`config.mk`:
```
export PLATFORM = sky130hd
export DESIGN_NAME = byte_ram_responder
export DESIGN_NICKNAME = d
export VERILOG_FILES = /design/src/rtl/byte_ram_responder.sv
export SDC_FILE = /design/constraint.sdc
export NUM_CORES = 2
export LEC_CHECK = 0
export CAP_MARGIN = 20
export CORE_UTILIZATION = 39
export DETAILED_ROUTE_END_ITERATION = 16
export MAX_ROUTING_LAYER = met4
export PLACE_DENSITY = 0.64
export SYNTH_ARGS = -nofsm -noshare
export SYNTH_HDL_FRONTEND = slang
export SYNTH_SLANG_ARGS = --single-unit
```
`constraint.sdc`:
```
create_clock -name clk -period 3.1 [get_ports clk]
set_clock_uncertainty 0.05 [all_clocks]
set_input_delay 0.62 -clock clk [delete_from_list [all_inputs] [get_ports clk]]
set_output_delay 0.62 -clock clk [all_outputs]
set_load 0.005 [all_outputs]
```
`src/rtl/byte_ram_responder.sv`:
```
// Byte-wide RAM responder for the CPU memory bus: two-cycle pipelined reads with
// same-cycle write forwarding, optional clear-after-reset, and LED/button I/O bytes.
module byte_ram_responder #(
   parameter int addr_width     = 9,
   parameter bit clear_on_reset = 1'b0
) (
   input  logic                  clk,
   input  logic                  reset,
   input  logic [addr_width-1:0] mem_raddr,
   input  logic [addr_width-1:0] mem_waddr,
   input  logic [7:0]            mem_data_in,
   input  logic                  mem_write,
   output logic [7:0]            mem_data_out,
   output logic                  mem_ready,
   output logic [7:0]            leds,
   input  logic [3:0]            buttons
);

   localparam int                    DEPTH    = 2 ** addr_width;
   localparam logic [addr_width-1:0] LED_ADDR = addr_width'(DEPTH - 1);
   localparam logic [addr_width-1:0] BTN_ADDR = addr_width'(DEPTH - 2);

   typedef enum logic {CLEAR, READY} state_t;

   function automatic logic is_io(input logic [addr_width-1:0] a);
      return (a == LED_ADDR) || (a == BTN_ADDR);
   endfunction

   state_t                state_q, state_d;
   logic [addr_width-1:0] clr_cnt_q, clr_cnt_d;
   logic                  clr_we;

   logic [3:0]            btn_s1_q, btn_s1_d;
   logic [3:0]            btn_s2_q, btn_s2_d;
   logic [7:0]            leds_q, leds_d;

   logic                  cpu_we;
   logic                  fwd;
   logic                  ram_we;
   logic [addr_width-1:0] ram_waddr;
   logic [7:0]            ram_wdata;
   logic [7:0]            ram [DEPTH];

   logic [7:0]            ram_rdata_p1_q;
   logic                  use_ram_p1_q, use_ram_p1_d;
   logic [7:0]            io_data_p1_q, io_data_p1_d;
   logic [7:0]            mem_data_out_q, mem_data_out_d;

   // FSM: state register
   always_ff @(posedge clk) begin
      if (reset) begin
         state_q   <= CLEAR;
         clr_cnt_q <= '0;
      end else begin
         state_q   <= state_d;
         clr_cnt_q <= clr_cnt_d;
      end
   end

   // FSM: next state; without clear_on_reset CLEAR is left on the first free edge
   always_comb begin
      state_d   = state_q;
      clr_cnt_d = clr_cnt_q;
      case (state_q)
         CLEAR: begin
            if (!clear_on_reset) begin
               state_d = READY;
            end else begin
               clr_cnt_d = clr_cnt_q + 1'b1;
               if (clr_cnt_q == LED_ADDR) state_d = READY;
            end
         end
         READY:   state_d = READY;
         default: state_d = CLEAR;
      endcase
   end

   // FSM: outputs
   always_comb begin
      mem_ready = (state_q == READY);
      clr_we    = (state_q == CLEAR) && clear_on_reset && !reset;
   end

   // Write acceptance; reset and an unfinished clear both drop CPU writes
   always_comb begin
      cpu_we = mem_write && mem_ready && !reset;
      fwd    = cpu_we && (mem_waddr == mem_raddr) && (mem_waddr != BTN_ADDR);
      if (clr_we) begin
         ram_we    = !is_io(clr_cnt_q);
         ram_waddr = clr_cnt_q;
         ram_wdata = 8'h00;
      end else begin
         ram_we    = cpu_we && !is_io(mem_waddr);
         ram_waddr = mem_waddr;
         ram_wdata = mem_data_in;
      end
   end

   always_comb begin
      btn_s1_d = buttons;
      btn_s2_d = btn_s1_q;
      leds_d   = (cpu_we && (mem_waddr == LED_ADDR)) ? mem_data_in : leds_q;
   end

   always_ff @(posedge clk) begin
      if (reset) begin
         btn_s1_q <= '0;
         btn_s2_q <= '0;
         leds_q   <= '0;
      end else begin
         btn_s1_q <= btn_s1_d;
         btn_s2_q <= btn_s2_d;
         leds_q   <= leds_d;
      end
   end

   // Stage 1: synchronous RAM read, forwarded / I/O data captured alongside
   always_ff @(posedge clk) begin
      if (ram_we) ram[ram_waddr] <= ram_wdata;
      ram_rdata_p1_q <= ram[mem_raddr];
   end

   always_comb begin
      use_ram_p1_d = !fwd && !is_io(mem_raddr);
      if (fwd)                       io_data_p1_d = mem_data_in;
      else if (mem_raddr == LED_ADDR) io_data_p1_d = leds_q;
      else if (mem_raddr == BTN_ADDR) io_data_p1_d = {4'b0000, btn_s2_q};
      else                           io_data_p1_d = 8'h00;
   end

   always_ff @(posedge clk) begin
      use_ram_p1_q <= use_ram_p1_d;
      io_data_p1_q <= io_data_p1_d;
   end

   // Stage 2: output select, held at zero until the block is ready
   always_comb begin
      if (!mem_ready)        mem_data_out_d = 8'h00;
      else if (use_ram_p1_q) mem_data_out_d = ram_rdata_p1_q;
      else                   mem_data_out_d = io_data_p1_q;
   end

   always_ff @(posedge clk) begin
      if (reset) mem_data_out_q <= 8'h00;
      else       mem_data_out_q <= mem_data_out_d;
   end

   assign mem_data_out = mem_data_out_q;
   assign leds         = leds_q;

endmodule
```
==> run summary <==
The first global-routing pass estimated 626,700 um of wire. The final total power was 0.1180 W; the number of I/O port buffers was 49. The post-synthesis area per instance is 20.77 um^2, and the initial core utilization is 39.20%. At the end of routability-driven placement, the weighted congestion stood at 0.9008. Sequential elements use 77.07% of the synthesized area. The analysis attributes to net switching a power of 0.02548 W. For this design, the sink count on the clock tree is 4,138. Length of the first detailed-routing pass in iterations: 8. The largest stage delay on the critical path came out at 0.55 ns. The final critical-path share of the clock period came out at 98.25%. After filler insertion, the fill cell instance count of the layout stands at 33,450.

Traced cell by cell, the critical path runs through mux4_2 -> mux4_2 -> a22oi_1 -> buf_4 -> nand3_1 -> a221oi_1 -> buf_4 -> a31oi_1. Sequential fraction of design power: 52.2%. The run gives 9,386 as the number of nets in the final layout. For this run, the top clock speed supported by timing is 328.3 MHz. The worst pin sits at a relative slew slack of 35.58%. The total overflow left after global routing is 0. The worst register-to-register path begins at ram[323][1]$_DFFE_PP_. The area growth from synthesis to layout is 20.74%. The static leakage is 64.28 nW. For the number of core rows, the log shows 235. Setup repair after global routing left no endpoint under its margin. The worst setup path is captured at a flop. The min-delay analysis places its worst path in the category in -> reg.

Clock-pin slew was measured on the worst setup and hold paths at 0.06 ns. In the synthesized netlist the async set-or-reset flop fraction comes to 0%. The worst setup slack after layout is 0.05427 ns, and the internal power contribution is 0.09252 W. The run gives 0 as the count of warnings emitted by yosys.

The worst hold path begins at mem_data_in[5]. In this run the worst setup path begins at ram[323][1]$_DFFE_PP_. The flow ran to the end, and the final reports show no timing, DRC or antenna violations. The floorplan step set the die width to 643.9 um. After synthesis, the netlist uses 61 different library cells. The logs give 86,490 for the via count of the first global-routing pass and 11,010 for the first-iteration detailed-routing DRC count. The aggregate routed wire length is 437,500 um, and the post-CTS setup buffer count is 0. Synthesis produced a netlist whose cell count is 7,737. Yosys mapped a number of flops with a built-in enable equal to 4,096. The logs give 0 for the residual DRC count and 0 for the setup violation total in the final timing report. Net switching is 21.59% of the power. Combinational logic is responsible for 5.9% of the overall power. During I/O placement, the number of pins put on the boundary was 50.

After layout, the minimum clock period comes to 3.046 ns. The final setup TNS is 0 ns. The tool flagged a number of max-cap violations equal to 0. Dividing the detail-routed wire length by the instance count gives 28.89 um.

Detailed placement finished with a half-perimeter wire length of 288,900 um. The H-tree was split into 5 levels. Top fanout value on the critical path: 1. The slowest stage of the critical path belongs to the cell a221oi_1.

The logs give 85,420 for the number of vias after detailed routing and 0.97 ns for the source-to-sink clock delay at the later pin of the worst-skew pair. The number of failing hold endpoints at the final stage came out at 0. The most frequently used flop master after synthesis is edfxtp_1.

The logs give 21.40% for the total track usage and 0.4146 mm^2 for the die outline area. Entering global routing, the biggest net connects 134 pins. At the worst endpoint, the required time is 3.88 ns.

The max-slew violation total from the final report came out at 0. In the final layout, the share of cells above drive strength 1 is 33.21%. The worst setup path is launched from a flop.

TritonCTS built the clock tree. The root buffer selected by CTS was clkbuf_16. The worst setup path is of the reg -> reg kind.

After synthesis the netlist holds a flip-flop and latch count of 4,138. The cell area after placement came out at 0.1806 mm^2. The highest ir drop seen on vdd came out at 0.0005100 V. The clock share of power is 42.0%, and the post-detailed-route via-to-cell ratio is 5.640. The logs give -0.9038 ns for the minimum setup slack after placement and 0.1940 mm^2 for the final non-filler cell area.

Area of the core: 0.4099 mm^2. In this run the power density over the cells is 608.2 mW/mm^2. At the end of the flow the core is filled with cells to 47.33%. The number of antenna violations at the first check in global routing is 29, and the maximum number of buffers from clock root to sink is 4.

Counting the buffers created by CTS gives 415. The slew at the pin with the worst max-slew slack works out to 0.9639 ns. The netlist area before placement was 0.1607 mm^2; the count of antenna-violating nets left after detailed routing was 0. The height of the die is 643.9 um. The worst endpoint data arrival time is 3.83 ns.
==> synthesized netlist by cell type, types with 5 or more instances <==
| library cell | number | area [um^2] |
|---|---|---|
| a2111oi_0 | 10 | 87.58 |
| a211oi_1 | 66 | 495.5 |
| a21o_1 | 7 | 52.55 |
| a21oi_1 | 178 | 890.9 |
| a221o_1 | 15 | 150.1 |
| a221oi_1 | 54 | 473.0 |
| a22o_1 | 13 | 113.9 |
| a22oi_1 | 74 | 555.5 |
| a31oi_1 | 30 | 187.7 |
| a32oi_1 | 5 | 43.79 |
| buf_1 | 46 | 172.7 |
| buf_2 | 133 | 665.6 |
| buf_4 | 65 | 488.0 |
| buf_6 | 56 | 630.6 |
| clkbuf_1 | 184 | 690.7 |
| dfxtp_1 | 42 | 840.8 |
| edfxtp_1 | 4096 | 123000 |
| inv_1 | 12 | 45.04 |
| mux2_2 | 35 | 394.1 |
| mux2i_1 | 407 | 4074 |
| mux4_2 | 919 | 20700 |
| nand2_1 | 275 | 1032 |
| nand2b_1 | 7 | 43.79 |
| nand3_1 | 48 | 240.2 |
| nand4_1 | 14 | 87.58 |
| nor2_1 | 567 | 2128 |
| nor2b_1 | 72 | 450.4 |
| nor3_1 | 10 | 50.05 |
| nor4_1 | 10 | 62.56 |
| o2111ai_1 | 11 | 96.34 |
| o21ai_0 | 122 | 610.6 |
| o221ai_1 | 10 | 87.58 |
| o22a_1 | 10 | 87.58 |
| o22ai_1 | 62 | 387.9 |
| o311ai_1 | 5 | 43.79 |
| or3_1 | 5 | 31.28 |
| xor2_1 | 9 | 78.83 |
==> critical path, delay by kind of cell (launching register included) <==
kind            cells  cell delay [ns]
flops               1             0.35
mux                 2             1.02
compound gates      3             0.80
buf+inv             2             0.36
simple gates        1             0.33
==> flip-flops by register name, summed over array words and instances, names as in the netlist <==
register        count
btn_s1_q            4
btn_s2_q            4
io_data_p1_q        8
leds                8
mem_data_out        8
mem_ready           1
ram              4096
ram_rdata_p1_q      8
use_ram_p1_q        1
==> per-stage QoR <==
| step | hold slack, ns | std cells |
|---|---|---|
| floorplan | 0.3638 | 7752 |
| global placement | 0.3849 | 14380 |
| detailed placement | 0.3788 | 14380 |
| CTS | 0.01650 | 15140 |
| global route | 0.04296 | 15140 |
| finish | 0.06765 | 15150 |
==> final cells by class <==
| class | count | area (um^2) | share of cell area, % |
|---|---|---|---|
| clock inverters | 244 | 2444 | 1.260 |
| repair buffers | 1670 | 15540 | 8.009 |
| inverters | 15 | 66.31 | 0.03418 |
| multi-input cells | 3113 | 34380 | 17.72 |
| clock buffers | 505 | 10900 | 5.619 |
| well taps | 5451 | 6820 | 3.515 |
| flip-flops and latches | 4138 | 123800 | 63.83 |
| diodes | 9 | 22.52 | 0.01161 |
==> power groups by stage <==
stage | Combinational [W] | Clock (W) | Sequential [W]
floorplan | 0.00296 | 0 | 0.0627
global placement | 0.00676 | 0 | 0.0628
detailed placement | 0.00686 | 0 | 0.0628
CTS | 0.00689 | 0.0501 | 0.0616
global route | 0.00717 | 0.0522 | 0.0615
finish | 0.00691 | 0.0495 | 0.0616
==> cell families (layout without fill, tap and decap cells) <==
group           Yosys count  in the layout  synth area share, %
flops                  4138           4138                77.07
mux                    1361           1361                15.66
simple gates           1025           1025                2.647
compound gates          702            702                2.866
buf+inv                 501           2434                1.703
xor+xnor                  9              9              0.04906
other cells               1             25             0.002334
==> path summary, 6_finish.rpt <==
check / endpoint / depth (start not counted) / slack (ns)
worst max-delay path: ram_rdata_p1_q[1]$_DFF_P_ / 8 / 0.05
worst min-delay path: io_data_p1_q[5]$_DFF_P_ / 3 / 0.07
worst max register to register: ram_rdata_p1_q[1]$_DFF_P_ / 8 / 0.05
worst min register to register: btn_s2_q[1]$_SDFF_PP0_ / 1 / 0.39
==> timing repair <==
item,4_1_cts,5_1_grt
hold endpoints to repair,41,0
gates resized for setup,0,1
hold buffers,4,0
endpoints found under the setup margin,0,1
==> cells in the final DEF (no fill, tap or decap), types with 11 or more instances in the layout <==
cell and instances:
clkinvlp_4 17, buf_4 1393, clkbuf_1 80, nand3_1 42, a31oi_1 30, a221o_1 15
clkinv_1 81, buf_12 224, clkbuf_16 422, clkdlybuf4s50_1 35, a221oi_1 54, nor2b_1 67
dfxtp_1 42, a211oi_1 66, o22ai_1 62, a21oi_1 178, mux2_2 35, mux4_2 919
nand2_1 264, o21ai_0 122, bufinv_16 39, a22oi_1 74, conb_1 16, nand4_1 14
mux2i_1 407, nor2_1 565, inv_1 11, a22o_1 13, clkinv_2 78, edfxtp_1 4096
==> routing by layer <==
layer	part of all wire, %	GRT usage, %	up-vias
li1	-	-	35270
met1	40	28.89	45060
met2	48	33.43	4345
met3	8.9	3.486	751
met4	3.5	6.794	0
met5	0	-	-
Power figures use the tool's default switching activity.
